===== src/rtl/chronologic.sv =====
// Request/grant liveness monitor: tracks open obligations, their age, discharges,
// bounded-wait timeouts and obligations left open at end-of-test.
module chronologic #(
    parameter int CNT_W    = 16,
    parameter int AGE_W    = 16,
    parameter int MAX_WAIT = 0
) (
    input  logic             clk,
    input  logic             rst,
    input  logic             request,
    input  logic             grant,
    input  logic             eot,
    output logic [CNT_W-1:0] outstanding,
    output logic             pending,
    output logic [AGE_W-1:0] age,
    output logic             pass_valid,
    output logic [CNT_W-1:0] pass_num,
    output logic [CNT_W-1:0] pass_total,
    output logic             timeout,
    output logic             unresolved,
    output logic [CNT_W-1:0] fail_total
);

    localparam bit               HAS_WAIT = (MAX_WAIT > 0);
    localparam logic [AGE_W-1:0] WAIT_LIM = AGE_W'(MAX_WAIT);
    localparam logic [CNT_W-1:0] CNT_MAX  = {CNT_W{1'b1}};
    localparam logic [AGE_W-1:0] AGE_MAX  = {AGE_W{1'b1}};

    function automatic logic [CNT_W-1:0] sat_add(input logic [CNT_W-1:0] a,
                                                 input logic [CNT_W-1:0] b);
        logic [CNT_W:0] sum;
        sum = {1'b0, a} + {1'b0, b};
        return sum[CNT_W] ? CNT_MAX : sum[CNT_W-1:0];
    endfunction

    logic [CNT_W-1:0] out_nxt;
    logic [AGE_W-1:0] age_nxt;
    logic             pv_nxt;
    logic [CNT_W-1:0] pn_nxt;
    logic [CNT_W-1:0] pt_nxt;
    logic             to_nxt;
    logic             un_nxt;
    logic [CNT_W-1:0] ft_nxt;
    logic             fresh;

    // Discharge, timeout, new request and end-of-test are applied in that order.
    always_comb begin
        out_nxt = outstanding;
        age_nxt = '0;
        pv_nxt  = 1'b0;
        pn_nxt  = '0;
        pt_nxt  = pass_total;
        to_nxt  = 1'b0;
        un_nxt  = unresolved;
        ft_nxt  = fail_total;
        fresh   = 1'b0;

        if (grant && (outstanding != '0)) begin
            pv_nxt  = 1'b1;
            pn_nxt  = outstanding;
            pt_nxt  = sat_add(pass_total, outstanding);
            out_nxt = '0;
        end

        if (HAS_WAIT && (out_nxt != '0) && (age == WAIT_LIM)) begin
            to_nxt  = 1'b1;
            ft_nxt  = sat_add(ft_nxt, out_nxt);
            out_nxt = '0;
        end

        // A request landing on an empty set becomes the new oldest obligation.
        fresh = (out_nxt == '0);
        if (request && (out_nxt != CNT_MAX)) begin
            out_nxt = out_nxt + 1'b1;
        end

        if (eot && (out_nxt != '0)) begin
            un_nxt  = 1'b1;
            ft_nxt  = sat_add(ft_nxt, out_nxt);
            out_nxt = '0;
        end

        if ((out_nxt == '0) || fresh) begin
            age_nxt = '0;
        end else if (age != AGE_MAX) begin
            age_nxt = age + 1'b1;
        end else begin
            age_nxt = age;
        end
    end

    always_ff @(posedge clk) begin
        if (rst) begin
            outstanding <= '0;
            pending     <= 1'b0;
            age         <= '0;
            pass_valid  <= 1'b0;
            pass_num    <= '0;
            pass_total  <= '0;
            timeout     <= 1'b0;
            unresolved  <= 1'b0;
            fail_total  <= '0;
        end else begin
            outstanding <= out_nxt;
            pending     <= (out_nxt != '0);
            age         <= age_nxt;
            pass_valid  <= pv_nxt;
            pass_num    <= pn_nxt;
            pass_total  <= pt_nxt;
            timeout     <= to_nxt;
            unresolved  <= un_nxt;
            fail_total  <= ft_nxt;
        end
    end

endmodule


===== config.mk =====
export PLATFORM = sky130hd
export DESIGN_NAME = chronologic
export DESIGN_NICKNAME = d
export VERILOG_FILES = /design/src/rtl/chronologic.sv
export SDC_FILE = /design/constraint.sdc
export NUM_CORES = 1
export LEC_CHECK = 0
export ABC_AREA = 1
export CAP_MARGIN = 20
export CELL_PAD_IN_SITES_DETAIL_PLACEMENT = 0
export CELL_PAD_IN_SITES_GLOBAL_PLACEMENT = 1
export CORE_MARGIN = 3
export CORE_UTILIZATION = 35
export CTS_CLUSTER_SIZE = 8
export DETAILED_ROUTE_END_ITERATION = 6
export HOLD_SLACK_MARGIN = 0.05
export PLACE_DENSITY = 0.75
export REMOVE_ABC_BUFFERS = 1
export SLEW_MARGIN = 5
export SYNTH_ARGS = -nofsm -noshare
export SYNTH_HDL_FRONTEND = slang
export SYNTH_SLANG_ARGS = --single-unit

===== constraint.sdc =====
create_clock -name clk -period 7 [get_ports clk]
set_input_delay 1.4 -clock clk [delete_from_list [all_inputs] [get_ports clk]]
set_output_delay 1.4 -clock clk [all_outputs]
set_load 0.005 [all_outputs]

### Word level (Yosys, flattened, before mapping)

Cells that the tools add are included.

* reduce and logical (&&, ||, !) cells: 11
* bitwise gates (word level): 1
* $add $sub $neg: 4
* eq/ne operators: 2
* multiplexer cells: 6

Operators by type and width (number)
* two-way mux 16 bit: 5
* nonzero test 16 bit: 3
* adder 16 x 16 -> 17 bit: 2
* adder 16 x 1 -> 16 bit (second input constant): 2
* zero test 16 bit: 2
* inequality test 16 bit (second input constant): 2
* OR reduction 2 bit: 2
* logical AND 1 bit: 3
* logical OR 1 bit: 1
* two-way mux 1 bit: 1
* NOT 1 bit: 1

* logic and storage cells: 32
* input bits: 5
* output and inout bits: 84
* register bits after elaboration: 83

### Logic depth before layout (Yosys ltp)

* word-level depth: 12
* gate-level depth with buffers: 34
* gate-level depth less buffers: 30

### Worst setup path after synthesis

OpenSTA, ideal clock, no wires.

* path kind: input to register
* start: input port grant
* end: register fail_total[10]
* buffers on the path: 4
* data arrival time: 5.306 ns
* path slack: 1.573 ns
* required time: 6.878 ns
* setup time: 0.122 ns
* stages on the path: 30
* path through: nand2_2 buf_6 buf_6 inv_2 buf_2 nor2_1 ha_1 nand2_1 nor2_2 nand2_1 nor2_4 nand2_4 nand2_4 nand2_1 nand2_2 inv_1 ha_1 inv_1 fa_1 nand3b_1 and2_1 o221ai_1 a21o_1 a21oi_1 o21ai_0 nand3_1 a21oi_1 nor3_2 buf_2 a21oi_1

* longest elaborated chain between the ends: 7
* elaborated cells on any way between the ends: 10
* those cells by class: 2 x add/sub; 1 x eq/ne; 3 x mux; 4 x reduce/logical

RTL lines
* start, declared: RTL line 11 `input logic grant,`
* logical AND 1 bit (*): RTL line 58 `if (grant && (outstanding != '0)) begin`
* two-way mux 16 bit (*): RTL line 58
* parallel branches: the longest is 2 deep, another holds adder 16 x 1 -> 16 bit
* two-way mux 16 bit (*): RTL line 73 `if (request && (out_nxt != CNT_MAX)) begin`
* adder 16 x 16 -> 17 bit / nonzero test 16 bit (equally long branches): RTL line 32, 77
* two-way mux 16 bit / logical AND 1 bit (equally long branches): RTL line 33, 77
* end signal, assigned: RTL line 112 `fail_total <= ft_nxt;`
* end, declared: RTL line 21 `output logic [CNT_W-1:0] fail_total`

Every way passes the cells marked *.
A chain may end at the register's enable or synchronous reset.

### Final worst setup path

* start: input port grant
* end: register fail_total[15]

Same word-level chain as after synthesis.

==> results.md <==
* 9 — CTS buffer count
* flop — Critical Path Sink Type
* 35.8% — starting utilization of the core area
* 83 — flops & latches, synth
* 128 µm — die width
* 166 MHz — achievable clock frequency
* 9.36% — proportion of layout cells with a drive suffix above 1
* input port — startpoint kind of the worst setup timing path
* 0 — number of endpoints failing setup at the final stage
* 182 — Detailed Route Iter0 Violations
* 0 — count of warnings emitted by yosys
* done — TritonCTS clock tree
* 14.5 µm — final routed wire length divided by cell count
* 33 — maximum number of pins on one net before global-route repair
* 4 — first drt pass iteration count
* 30 — worst-case reg-to-reg path depth
* 1.16 mW — total power after layout
* 0.00444 ns — Fin Clk Skew
* 0 ns — final setup TNS
* 30.9% — Relative slew margins
* 14600 µm² — area of the core
* 83 — clock sink total
* 85.9% — fin crit share
* 3 — H-tree depth
* 2 — Longest Clk Path Bufs
* 2.74 nW — total leakage power
* 14.2 mm — drt total wl
* 44 — post-synth cell types
* 0.866 — weighted congestion reported at the end of routability-driven placement
* 10.7 mm — detailed placement HPWL
* 0 — number of inserted diodes
* 0 — number of antenna violations at the first check in global routing
* sky130_fd_sc_hd__clkbuf_16 — Clock Tree Root
* 716 — Mapped Cells
* no — setup repair after global routing missed its margin
* 0 — Slew Viols, Final
* 0 — number of buffers inserted by hold repair at cts
* 0 — # Max-Cap Violations
* 87 — count of buffers from port buffering
* 0 — Post-synth EDFFs
* 16400 µm² — Die ar.
* finished clean — outcome
* 5220 µm² — total standard cell area after synthesis
* sky130_fd_sc_hd__dfxtp_1 — primary flip-flop cell chosen by synthesis mapping
* 89 — num ports
* 4953 — total vias in the final route
* met2 — layer with the highest usage
* 840 — count of nets after finishing
* sky130_fd_sc_hd__dfxtp_1, sky130_fd_sc_hd__nand2_1, sky130_fd_sc_hd__ha_1, sky130_fd_sc_hd__nor2_1, sky130_fd_sc_hd__a21oi_1 — leading post-synthesis cells by cell area
* 1.64 ns — setup slack of the most critical reg-to-reg path
* 29.2% — GR Layer Usage met2
* 0 — post-CTS repair timing setup buffer count
* 6.20 ns — endpoint arrival time on the critical path
* 4.00% — global-route track usage on met3
* fail_total[15] — worst setup path end
* 0.000120 V — maximum resistive drop on vdd
* 7.18 ns — Data required, critical path
* outstanding[5] — worst r2r src
* 7.30 µm² — mean post-synth cell area
* sky130_fd_sc_hd__dfxtp_1 — leading area contributor after synthesis
* 23.9% — layout-stage area growth over the synthesis result
* in2reg — CP Class
* 16 — maximum fanout along the worst path
* 0.06 ns — clock input transition at the sequential cells of the worst setup and hold paths
* 5.03 — per-cell via count in the routed design
* 0% — share of synthesized flip-flops with an asynchronous set or reset
* 128 µm — die height
* 31.8% — fraction of the yosys area taken by sequential cells
* 4888 — number of global-route vias before repair
* 0 — global route overflow
* 23.6 mm — global-route wire length before repair
* reg2reg — type of the worst min-delay path
* grant — launch point of the worst path
* 0 — Detail Route Antenna Nets
* 1.04 ns — Worst Tran Pin Value
* 1469 — filler cell count
* 6.01 ns — minimum clock period
* 179 nW/µm² — total power density per cell area
* 0.35 ns — insertion delay of the later-clocked pin in the worst-skew pair
* 0 — DRC violation count after routing
* fail_total[15] — end of the worst register-to-register path
* 17.8% — total global routing track utilization
* 0 — Gates resized, CTS repair
* 31.8% — fraction of synthesized cell area taken by the top area cell type
* 0 — Final Hold Violating Endpoints
* 44 — count of standard-cell rows
* 23.1% — routing usage on met1
## how the worst min path moves through the flow
stage          startpoint         end  slack (ns)  cells after the start
4_1_cts        unresolved  unresolved        0.48                      2
2_1_floorplan  unresolved  unresolved        0.47                      2
3_5_place_dp   unresolved  unresolved        0.46                      2
6_report       unresolved  unresolved        0.47                      2
3_3_place_gp   unresolved  unresolved        0.46                      2
5_1_grt        unresolved  unresolved        0.50                      2
## sequential cells by signal, summed over array words and instances (netlist names)
| signal | count |
|---|---|
| pending | 1 |
| age | 16 |
| outstanding | 16 |
| pass_num | 16 |
| unresolved | 1 |
| pass_valid | 1 |
| fail_total | 16 |
| pass_total | 16 |
## cells in the mapped netlist, types with 5 or more instances
| master | number |
|---|---|
| sky130_fd_sc_hd__nand3b_1 | 5 |
| sky130_fd_sc_hd__ha_1 | 35 |
| sky130_fd_sc_hd__nand2_1 | 118 |
| sky130_fd_sc_hd__o21ai_1 | 11 |
| sky130_fd_sc_hd__nor2_2 | 14 |
| sky130_fd_sc_hd__nor2_4 | 12 |
| sky130_fd_sc_hd__nor3_1 | 15 |
| sky130_fd_sc_hd__nand4_1 | 10 |
| sky130_fd_sc_hd__nand3_1 | 38 |
| sky130_fd_sc_hd__xor2_1 | 29 |
| sky130_fd_sc_hd__dfxtp_1 | 83 |
| sky130_fd_sc_hd__inv_1 | 77 |
| sky130_fd_sc_hd__nand3_2 | 7 |
| sky130_fd_sc_hd__a21oi_1 | 60 |
| sky130_fd_sc_hd__xnor2_1 | 14 |
| sky130_fd_sc_hd__nand2_2 | 11 |
| sky130_fd_sc_hd__buf_2 | 5 |
| sky130_fd_sc_hd__o21ai_0 | 35 |
| sky130_fd_sc_hd__inv_2 | 6 |
| sky130_fd_sc_hd__clkbuf_1 | 9 |
| sky130_fd_sc_hd__nor2_1 | 83 |
## cell type report
type                    count  area (µm²)  area share, %
inverters                  85         319           4.93
well taps                 184         230           3.56
flip-flops and latches     83        1660           25.7
multi-input cells         529        3120           48.2
repair buffers             90         893           13.8
clock buffers              11         233           3.59
clock inverters             3        17.5          0.271
## metal layers
layer,vias to the layer above,wire length [µm]
li1,2501,-
met1,2299,6720
met2,131,6530
met3,22,692
met4,0,294
met5,-,0
## cells in the final DEF (no fill, tap or decap), types with 5 or more instances in the layout
cell	count
sky130_fd_sc_hd__nor3_1	15
sky130_fd_sc_hd__xnor2_1	14
sky130_fd_sc_hd__ha_1	35
sky130_fd_sc_hd__xor2_1	29
sky130_fd_sc_hd__o21ai_1	11
sky130_fd_sc_hd__nand2_2	11
sky130_fd_sc_hd__inv_1	77
sky130_fd_sc_hd__o21ai_0	35
sky130_fd_sc_hd__nand3_2	7
sky130_fd_sc_hd__dfxtp_1	83
sky130_fd_sc_hd__nand4_1	10
sky130_fd_sc_hd__nor2_4	12
sky130_fd_sc_hd__clkbuf_16	9
sky130_fd_sc_hd__inv_2	6
sky130_fd_sc_hd__nand3_1	38
sky130_fd_sc_hd__nand3b_1	5
sky130_fd_sc_hd__a21oi_1	60
sky130_fd_sc_hd__clkdlybuf4s50_1	87
sky130_fd_sc_hd__nor2_1	83
sky130_fd_sc_hd__nand2_1	118
sky130_fd_sc_hd__nor2_2	14
## stage by stage
step	cell area (µm²)	instances	setup WS (ns)	utilization, %	hold WS (ns)
after global placement	6220	971	0.844	42.7	0.458
after detailed placement	6220	971	0.634	42.7	0.464
after CTS	6470	985	0.970	44.4	0.478
after global routing	6470	985	0.432	44.4	0.501
after floorplan	5100	697	1.41	-	0.465
final	6470	985	0.986	44.4	0.470
## cell families (layout without fill, tap and decap cells)
logic type | Yosys count | in the layout | synth area share (%)
other cells | 1 | 1 | 0.0718
mux | 2 | 2 | 0.383
buf+inv | 104 | 189 | 8.48
compound gates | 121 | 121 | 12.5
xor+xnor | 43 | 43 | 7.21
fa+ha+maj | 37 | 37 | 9.15
flops | 83 | 83 | 31.8
simple gates | 325 | 325 | 30.4
## critical path, cell delays in order
cell and delay, ns:
sky130_fd_sc_hd__clkdlybuf4s50_1 0.45, sky130_fd_sc_hd__nand2_2 0.10, sky130_fd_sc_hd__inv_2 0.05, sky130_fd_sc_hd__nor2_2 0.17
sky130_fd_sc_hd__ha_1 0.30, sky130_fd_sc_hd__nand2_1 0.11, sky130_fd_sc_hd__nor2_2 0.25, sky130_fd_sc_hd__nand2_1 0.13
sky130_fd_sc_hd__nor2_4 0.13, sky130_fd_sc_hd__nand2_4 0.09, sky130_fd_sc_hd__nand2_4 0.12, sky130_fd_sc_hd__nand2_1 0.09
sky130_fd_sc_hd__nand2_2 0.11, sky130_fd_sc_hd__inv_1 0.05, sky130_fd_sc_hd__ha_1 0.18, sky130_fd_sc_hd__inv_1 0.07
sky130_fd_sc_hd__fa_1 0.20, sky130_fd_sc_hd__nand3b_1 0.11, sky130_fd_sc_hd__and2_1 0.19, sky130_fd_sc_hd__o221ai_1 0.17
sky130_fd_sc_hd__a21o_1 0.19, sky130_fd_sc_hd__a21oi_1 0.19, sky130_fd_sc_hd__o21ai_0 0.18, sky130_fd_sc_hd__nand3_1 0.12
sky130_fd_sc_hd__a21oi_1 0.08, sky130_fd_sc_hd__nor3_2 0.80, sky130_fd_sc_hd__a31oi_1 0.15
## report_power, final
part / total (mW) / internal (mW) / leakage [nW] / switching (mW)
logic: 0.220 / 0.0964 / 1.94 / 0.124
clock network: 0.421 / 0.235 / 0.121 / 0.186
registers: 0.520 / 0.497 / 0.677 / 0.0234
total: 1.16 / 0.828 / 2.74 / 0.333
Note: power is estimated with default switching activity, not from simulation.
